<file path="src/rtl/cmd_phy_pkg.sv">
// Shared types and constants for the CMD-line physical block arbiter.
package cmd_phy_pkg;

   // Default command/response width (one SD command frame)
   localparam int CMD_WIDTH_DEF = 48;

   // Sequencer states, fixed 3-bit encoding
   typedef enum logic [2:0] {
      IDLE      = 3'd0,
      ISSUE     = 3'd1,
      WAIT_RESP = 3'd2,
      ACK       = 3'd3,
      DONE      = 3'd4
   } state_t;

   // Completion status codes returned to the requester
   localparam logic [1:0] ST_OK      = 2'b00;
   localparam logic [1:0] ST_NO_RESP = 2'b01;
   localparam logic [1:0] ST_TIMEOUT = 2'b10;

   // Requester index to one-hot grant vector
   function automatic logic [1:0] idx_to_onehot(input logic idx);
      return idx ? 2'b10 : 2'b01;
   endfunction

endpackage

</file>
<file path="src/rtl/rr_arbiter_2.sv">
// Two-way round-robin arbiter: combinational winner selection plus the
// "last served" preference register, advanced once per completed transfer.
module rr_arbiter_2 (
   input  logic       i_clk,
   input  logic       i_rst_n,
   input  logic [1:0] i_req,
   input  logic       i_update,
   input  logic       i_served_idx,
   output logic       o_win_idx,
   output logic       o_valid
);

   // Index that wins when both requesters are active
   logic r_prefer_idx;

   // Preference flips to the requester that was not just served
   always_ff @(posedge i_clk) begin
      if (!i_rst_n) begin
         r_prefer_idx <= 1'b0;
      end else if (i_update) begin
         r_prefer_idx <= ~i_served_idx;
      end
   end

   // Winner: a lone requester always wins, contention uses the preference
   always_comb begin
      o_valid   = |i_req;
      o_win_idx = 1'b0;
      case (i_req)
         2'b01:   o_win_idx = 1'b0;
         2'b10:   o_win_idx = 1'b1;
         2'b11:   o_win_idx = r_prefer_idx;
         default: o_win_idx = 1'b0;
      endcase
   end

endmodule

</file>
<file path="src/rtl/cmd_phy_arbiter.sv">
// Sequencer/arbiter sharing one CMD-line physical block between the host
// command controller (index 0) and the card-init sequencer (index 1).
// One command at a time: grant, strobe, wait for response or timeout,
// acknowledge the physical block, then report completion to the requester.
module cmd_phy_arbiter
   import cmd_phy_pkg::*;
#(
   parameter int CMD_WIDTH      = CMD_WIDTH_DEF,
   parameter int TIMEOUT_CYCLES = 64
) (
   input  logic                 iClock_SD,
   input  logic                 iReset_n,
   input  logic [1:0]           iReq,
   input  logic [CMD_WIDTH-1:0] iCommand_0,
   input  logic [CMD_WIDTH-1:0] iCommand_1,
   output logic [1:0]           oGrant,
   output logic [1:0]           oDone,
   output logic [CMD_WIDTH-1:0] oResponse,
   output logic [1:0]           oStatus,
   output logic                 oStrobe_in,
   output logic [CMD_WIDTH-1:0] oCommand_from_CC,
   output logic                 oAck_in,
   output logic                 oCommand_timeout,
   input  logic                 iTransmission_complete,
   input  logic                 iReception_complete,
   input  logic                 iNo_response,
   input  logic [CMD_WIDTH-1:0] iPad_response,
   input  logic                 iAck_out
);

   localparam int CNT_W = (TIMEOUT_CYCLES > 1) ? $clog2(TIMEOUT_CYCLES) : 1;
   localparam logic [CNT_W-1:0] CNT_LAST = CNT_W'(TIMEOUT_CYCLES - 1);
   localparam logic [CNT_W-1:0] CNT_MAX  = '1;

   state_t               r_state;
   logic [CNT_W-1:0]     r_cnt;
   logic                 r_gnt_idx;
   logic [1:0]           r_grant;
   logic [1:0]           r_done;
   logic [CMD_WIDTH-1:0] r_resp;
   logic [1:0]           r_status;
   logic                 r_strobe;
   logic [CMD_WIDTH-1:0] r_cmd;
   logic                 r_ack;
   logic                 r_timeout;
   // Result captured on WAIT_RESP exit, published to the requester at DONE
   logic [CMD_WIDTH-1:0] r_cap_resp;
   logic [1:0]           r_cap_status;

   logic                 w_win_idx;
   logic                 w_any_req;
   logic                 w_rr_update;
   logic                 w_exit;
   logic                 w_timeout_hit;
   logic [1:0]           w_exit_status;
   logic [CMD_WIDTH-1:0] w_exit_resp;

   // The preference advances while in DONE, so the next IDLE sees it
   assign w_rr_update = (r_state == DONE);

   rr_arbiter_2 u_rr (
      .i_clk        (iClock_SD),
      .i_rst_n      (iReset_n),
      .i_req        (iReq),
      .i_update     (w_rr_update),
      .i_served_idx (r_gnt_idx),
      .o_win_idx    (w_win_idx),
      .o_valid      (w_any_req)
   );

   // WAIT_RESP exit decode: reception beats no-response beats timeout
   always_comb begin
      w_exit        = 1'b0;
      w_timeout_hit = 1'b0;
      w_exit_status = ST_OK;
      w_exit_resp   = '0;
      if (iReception_complete) begin
         w_exit      = 1'b1;
         w_exit_resp = iPad_response;
      end else if (iNo_response) begin
         w_exit        = 1'b1;
         w_exit_status = ST_NO_RESP;
      end else if (r_cnt == CNT_LAST) begin
         w_exit        = 1'b1;
         w_timeout_hit = 1'b1;
         w_exit_status = ST_TIMEOUT;
      end
   end

   // Sequencer FSM with all physical-block and requester outputs registered
   always_ff @(posedge iClock_SD) begin
      if (!iReset_n) begin
         r_state      <= IDLE;
         r_cnt        <= '0;
         r_gnt_idx    <= 1'b0;
         r_grant      <= 2'b00;
         r_done       <= 2'b00;
         r_resp       <= '0;
         r_status     <= ST_OK;
         r_strobe     <= 1'b0;
         r_cmd        <= '0;
         r_ack        <= 1'b0;
         r_timeout    <= 1'b0;
         r_cap_resp   <= '0;
         r_cap_status <= ST_OK;
      end else begin
         // Single-cycle pulses fall back to zero unless re-asserted below
         r_done    <= 2'b00;
         r_timeout <= 1'b0;
         case (r_state)
            IDLE: begin
               if (w_any_req) begin
                  r_gnt_idx <= w_win_idx;
                  r_grant   <= idx_to_onehot(w_win_idx);
                  r_cmd     <= w_win_idx ? iCommand_1 : iCommand_0;
                  r_strobe  <= 1'b1;
                  r_state   <= ISSUE;
               end
            end
            ISSUE: begin
               // No timeout here: the physical block always finishes shifting
               if (iTransmission_complete) begin
                  r_cnt   <= '0;
                  r_state <= WAIT_RESP;
               end
            end
            WAIT_RESP: begin
               if (r_cnt != CNT_MAX) begin
                  r_cnt <= r_cnt + CNT_W'(1);
               end
               if (w_exit) begin
                  r_cap_resp   <= w_exit_resp;
                  r_cap_status <= w_exit_status;
                  r_timeout    <= w_timeout_hit;
                  r_strobe     <= 1'b0;
                  r_ack        <= 1'b1;
                  r_state      <= ACK;
               end
            end
            ACK: begin
               if (iAck_out) begin
                  r_ack    <= 1'b0;
                  r_done   <= r_grant;
                  r_resp   <= r_cap_resp;
                  r_status <= r_cap_status;
                  r_state  <= DONE;
               end
            end
            DONE: begin
               r_grant <= 2'b00;
               r_state <= IDLE;
            end
            default: begin
               r_state <= IDLE;
            end
         endcase
      end
   end

   assign oGrant           = r_grant;
   assign oDone            = r_done;
   assign oResponse        = r_resp;
   assign oStatus          = r_status;
   assign oStrobe_in       = r_strobe;
   assign oCommand_from_CC = r_cmd;
   assign oAck_in          = r_ack;
   assign oCommand_timeout = r_timeout;

endmodule

</file>
<file path="config.mk">
export PLATFORM = sky130hd
export DESIGN_NAME = cmd_phy_arbiter
export DESIGN_NICKNAME = d
export VERILOG_FILES = /design/src/rtl/cmd_phy_pkg.sv /design/src/rtl/rr_arbiter_2.sv /design/src/rtl/cmd_phy_arbiter.sv
export SDC_FILE = /design/constraint.sdc
export NUM_CORES = 1
export LEC_CHECK = 0
export CAP_MARGIN = 25
export CORE_ASPECT_RATIO = 1.75
export CORE_UTILIZATION = 41
export CTS_BUF_LIST = sky130_fd_sc_hd__clkbuf_4 sky130_fd_sc_hd__clkbuf_8 sky130_fd_sc_hd__clkbuf_16
export DETAILED_ROUTE_END_ITERATION = 12
export HOLD_SLACK_MARGIN = 0.08
export PLACE_DENSITY = 0.79
export SLEW_MARGIN = 20
export SYNTH_ARGS = -nofsm -noshare
export SYNTH_HDL_FRONTEND = slang
export SYNTH_SLANG_ARGS = --single-unit
</file>
<file path="constraint.sdc">
create_clock -name iClock_SD -period 5.1 [get_ports iClock_SD]
set_input_delay 1.02 -clock iClock_SD [delete_from_list [all_inputs] [get_ports iClock_SD]]
set_output_delay 1.02 -clock iClock_SD [all_outputs]
set_load 0.03 [all_outputs]
</file>
==> impl_metrics.toml, run 1 <==
[setup_path]
path_cells = "clkdlybuf4s50_1 -> nor2_1 -> o21ai_0 -> a21oi_4 -> buf_16 -> a22o_1"
crit_required_ps = 5460
reg2reg_depth = 4
reg2reg_to = "oCommand_from_CC[5]"
crit_path_end_kind = "flip-flop"
worstReg2RegStart = "r_state[2]"
r2r_slack_ps = 2860
cp-start-kind = "input port"
critPathArrivalTime_ps = 3020
crit_fanout = 26
worstSetupPathType = "in2reg"
max_stage_delay_ps = 680
cp_slowest_cell = "a21oi_4"

[logic_synthesis]
synth_top_area_share_pct = 57.7
ys_seq_area_share_pct = 57.7
async_reset_ff_share_pct = 0
yosysMostFrequentCell = "dfxtp_1"
postSynthAreaPerCell_um2 = 9.62
syn_nets = 752
ys.flop_type = "dfxtp_1"
synth_cell_types = 42
synth_area_um2 = 5760
yosys.area.top_type = "dfxtp_1"
synth_common_cells = "dfxtp_1, nand2_1, a21oi_1, nor2_1, a222oi_1"
synth_edf_count = 0
ys_ff_latch = 166
synthCells = 599
yosysWarningCount = 0
synth_area_leaders = "dfxtp_1, a222oi_1, a22o_1, nand2_1, a21oi_1"

[layout]
finalNetCount = 982
fin_util_pct = 66.0
antenna_cells = 0
fin_cells = 1017
fillers = 1089
synthToLayoutAreaGrowth_pct = 57.7
final_layout_size_suffix_gt1_share_pct = 6.07

[floorplan]
initial_core_util_pct = 41.9
fp.dieH_um = 159
rows = 57
die_width_um = 91.6
core_um2 = 13800
io_pins = 257
die_area_um2 = 14500

[sta]
worst_pin_slew_ps = 912
finalHoldViolCount = 0
slew_viol_final = 0
rsz0062_at_grt = "no"
finalSetupTns_ps = 0
setup_ws_ps = 2430
fmax_mhz = 375
post-route-period-util_pct = 52.3
fin_worst_skew_ps = 9.23
setup_viol = 0
maxSlewHeadroom_pct = 39.2
min_period_ps = 2670

[global_route]
antenna_found_initial = 0
grt_pass1_vias = 5849
overflow = 0
grt_pass1_wl_mm = 28.8
grt_util_all_layers_pct = 25.1
grt_max_degree = 110

[run_status]
status = "complete, no violations"

[worst_hold_path]
worstHoldStart = "r_cap_resp[3]"
min_path_cells = 2
worstHoldPathType = "reg2reg"
whs_endpoint = "oResponse[3]"

[pwr]
p_leak_nw = 3.27
p_per_area_nw_per_um2 = 346
max-vdd-ir-drop_v = 0.000193

[clocking]
cts-htree-levels = 4
cts_root_buf = "clkbuf_16"
clk_pin_slew_ps = 60
cts_hold_buf = 0
cts_tree = "yes"
cts_setup_buffers = 0
clkLatencyLatePin_ps = 420
cts_buffers = 17
cts_buffer_depth = 2
cts_sinks = 166
cts_resized = 0

[placement]
post-dp-hpwl_mm = 12.5
portBuffers = 256
dp_cells = 986
place_congestion = 0.771
post-place-ws_ps = 1800

[run]
maxCapViolCount = 0

[routing]
ant_nets = 0
vias_per_cell = 5.51
wl_per_cell_um = 17.6
drc = 0
drtPass1Iterations = 9
vias = 5603
routed_wl_mm = 17.9
drtIter0Drc = 458
metrics by stage:
stage | area (um^2) | hold slack (ps) | power [mW]
6_report | 9080 | 453 | 3.14
5_1_grt | 9080 | 469 | 3.26
4_1_cts | 9070 | 454 | 3.16
3_5_place_dp | 8470 | 445 | 1.86
3_3_place_gp | 8400 | 437 | 1.84
2_1_floorplan | 5760 | 432 | 1.62
power breakdown:
| part | total (mW) | internal [mW] | switching [mW] |
|---|---|---|---|
| registers | 1.38 | 1.35 | 0.0323 |
| logic | 0.458 | 0.234 | 0.224 |
| clock network | 1.31 | 0.774 | 0.533 |
worst max path at each step:
stage	start	to	depth (start not counted)
finish	iReception_complete	r_cap_resp[47]	6
global route	iReception_complete	r_cap_resp[47]	6
CTS	iAck_out	oResponse[23]	5
detailed placement	iAck_out	oResponse[4]	5
global placement	iReception_complete	r_cap_resp[22]	5
floorplan	iReception_complete	r_cap_resp[27]	6
sequential cells by signal (all words and copies together) (netlist names):
name               cells
oAck_in                1
oCommand_from_CC      48
oCommand_timeout       1
oDone                  2
oGrant                 2
oResponse             48
oStatus                2
oStrobe_in             1
r_cap_resp            48
r_cap_status           2
r_cnt                  6
r_gnt_idx              1
r_state                3
u_rr.r_prefer_idx      1
metal layers:
layer	GRT usage [%]	vias to the layer above	wire length, um
li1	-	2639	-
met5	0	-	0
met3	6.75	50	1210
met1	25.7	2623	6350
met2	46.0	291	9650
met4	12.3	0	694
placed cells by master (no fill, tap or decap), drive strengths merged, types with 9 or more instances in the layout:
master / Yosys / layout
a21oi: 61 / 61
clkbuf: 44 / 17
a222oi: 48 / 48
clkdlybuf4s50: 0 / 256
dfxtp: 166 / 166
a22o: 47 / 47
nand2: 109 / 109
nor2: 60 / 60
inv: 5 / 9
kinds of logic after synthesis:
| logic type | Yosys count | synth area share [%] |
|---|---|---|
| adder cells (fa/ha/maj) | 1 | 0.217 |
| AND/OR/NAND/NOR | 199 | 14.7 |
| AO/OA/AOI/OAI | 173 | 22.9 |
| multiplexers | 3 | 0.565 |
| buffers and inverters | 57 | 3.97 |
| flip-flops | 166 | 57.7 |
area by class of cell:
cell class | instances | area, um^2 | area share, %
Clock buffer | 17 | 425 | 4.68
Clock inverter | 13 | 174 | 1.91
Inverter | 5 | 20.0 | 0.220
Multi-Input combinational cell | 376 | 2250 | 24.7
Sequential cell | 166 | 3320 | 36.6
Tap cell | 177 | 221 | 2.44
Timing Repair Buffer | 263 | 2680 | 29.4
critical path: cells and delay by family:
kind	cells	cell delay (ps)
simple gates	1	180
buf+inv	2	780
compound gates	3	1030
Power figures use the tool's default switching activity.
==> run 2: changes to the inputs <==
Clock period 5.1 ns to 2.61 ns, I/O delays scaled along.
==> run 2 against run 1 <==
Sequential share of layout area decreased by 0.095 points. Highest routed layer unchanged. Cell count increased by 0.79%. Largest cell class unchanged. Critical path type is now reg2reg. Power rose by 96%. First-iteration DRC count is 0.44% lower. Worst hold slack worse by 5.7 ps. Clock power increased by 96%. Combinational power rose by 95%.
==> impl_metrics.toml, run 2 (same netlist as run 1, synthesis figures left out) <==
[run_status]
status = "complete, no violations"

[sta]
min_period_ps = 2290
worst_pin_slew_ps = 964
finalSetupTns_ps = 0
slew_viol_final = 0
rsz0062_at_grt = "no"
setup_viol = 0
fin_worst_skew_ps = 11.3
fmax_mhz = 436
post-route-period-util_pct = 87.9
finalHoldViolCount = 0
maxSlewHeadroom_pct = 35.7

[clocking]
cts_hold_buf = 0
cts_buffer_depth = 2
cts_buffers = 17
clk_pin_slew_ps = 70
cts_tree = "yes"
cts_setup_buffers = 0
cts_root_buf = "clkbuf_16"
clkLatencyLatePin_ps = 420
cts_sinks = 166
cts_resized = 0
cts-htree-levels = 4

[global_route]
grt_pass1_vias = 5813
grt_pass1_wl_mm = 28.9
grt_max_degree = 51
antenna_found_initial = 0
overflow = 0
grt_util_all_layers_pct = 25.1

[floorplan]
die_area_um2 = 14500
rows = 57
core_um2 = 13800
initial_core_util_pct = 41.9
fp.dieH_um = 159
die_width_um = 91.6
io_pins = 257

[layout]
synthToLayoutAreaGrowth_pct = 58.1
layout_common_cells = "clkdlybuf4s50_1, dfxtp_1, nand2_1, a21oi_1, nor2_1"
final_area_um2 = 9110
fin_cells = 1025
finalNetCount = 988
antenna_cells = 0
fin_util_pct = 66.2
final_layout_size_suffix_gt1_share_pct = 6.96
final_common_cell = "clkdlybuf4s50_1"

[setup_path]
max_stage_delay_ps = 910
crit_fanout = 50
crit_required_ps = 2970
path_cells = "nor3_1 -> and3_2 -> a222oi_1 -> nor2_1"
crit_path_end_kind = "flip-flop"
worstSetupPathType = "reg2reg"
cp_slowest_cell = "and3_2"
cp-start-kind = "flip-flop"
critPathArrivalTime_ps = 2650

[placement]
portBuffers = 256
post-dp-hpwl_mm = 12.6
place_area_um2 = 8500
dp_cells = 993
place_congestion = 0.799

[run]
maxCapViolCount = 0

[routing]
ant_nets = 0
drtPass1Iterations = 8
wl_per_cell_um = 17.6
vias = 5705
vias_per_cell = 5.57
drc = 0
routed_wl_mm = 18.0
drtIter0Drc = 456

[pwr]
p_per_area_nw_per_um2 = 676
max-vdd-ir-drop_v = 0.000613
p_leak_nw = 3.30
power_mw = 6.16

[worst_hold_path]
worstHoldPathType = "reg2reg"
==> run 2: cell type report <==
cell class	instances	area [um^2]
Inverter	5	20.0
Timing Repair Buffer	269	2690
Tap cell	177	221
Multi-Input combinational cell	376	2250
Fill cell	1084	4660
Clock buffer	19	453
Clock inverter	13	160
Sequential cell	166	3320
==> run 2: metrics by stage <==
step                      hold WS, ps  setup WS [ps]
final                             447            316
after global routing              464            105
after CTS                         453            344
after detailed placement          445            124
after global placement            436            237
after floorplan                   432            849
==> run 2: final timing paths <==
| check | start | to | slack [ps] | cells after the start |
|---|---|---|---|---|
| setup reg to reg | r_state[0] | oCommand_from_CC[18] | 320 | 4 |
| setup / recovery | r_state[0] | oCommand_from_CC[18] | 320 | 4 |
| hold / removal | r_cap_resp[44] | oResponse[44] | 450 | 2 |
| hold reg to reg | r_cap_resp[44] | oResponse[44] | 450 | 2 |
==> run 2: layer usage <==
metal,GRT usage (%),wire length (um),vias up
met4,14.6,816,0
met5,0,0,-
met3,5.75,1240,50
met2,44.6,9530,305
met1,26.6,6430,2693
li1,-,-,2657
==> run 2: critical path: cells and delay by family (launching register included) <==
family          cells  cell delay (ps)
simple gates        3             1520
flops               1              410
compound gates      1              280
==> run 2: power breakdown <==
part | total (mW) | switching, mW | internal [mW]
sequential | 2.70 | 0.0659 | 2.63
clock | 2.57 | 1.08 | 1.49
combinational | 0.895 | 0.440 | 0.455
total | 6.16 | 1.58 | 4.58
==> run 3: changes to the inputs <==
Settings changed: CTS_CLUSTER_SIZE from default to 12.
==> results of run 3 <==
Final layout, timing and power as in run 2 (identical DEF).
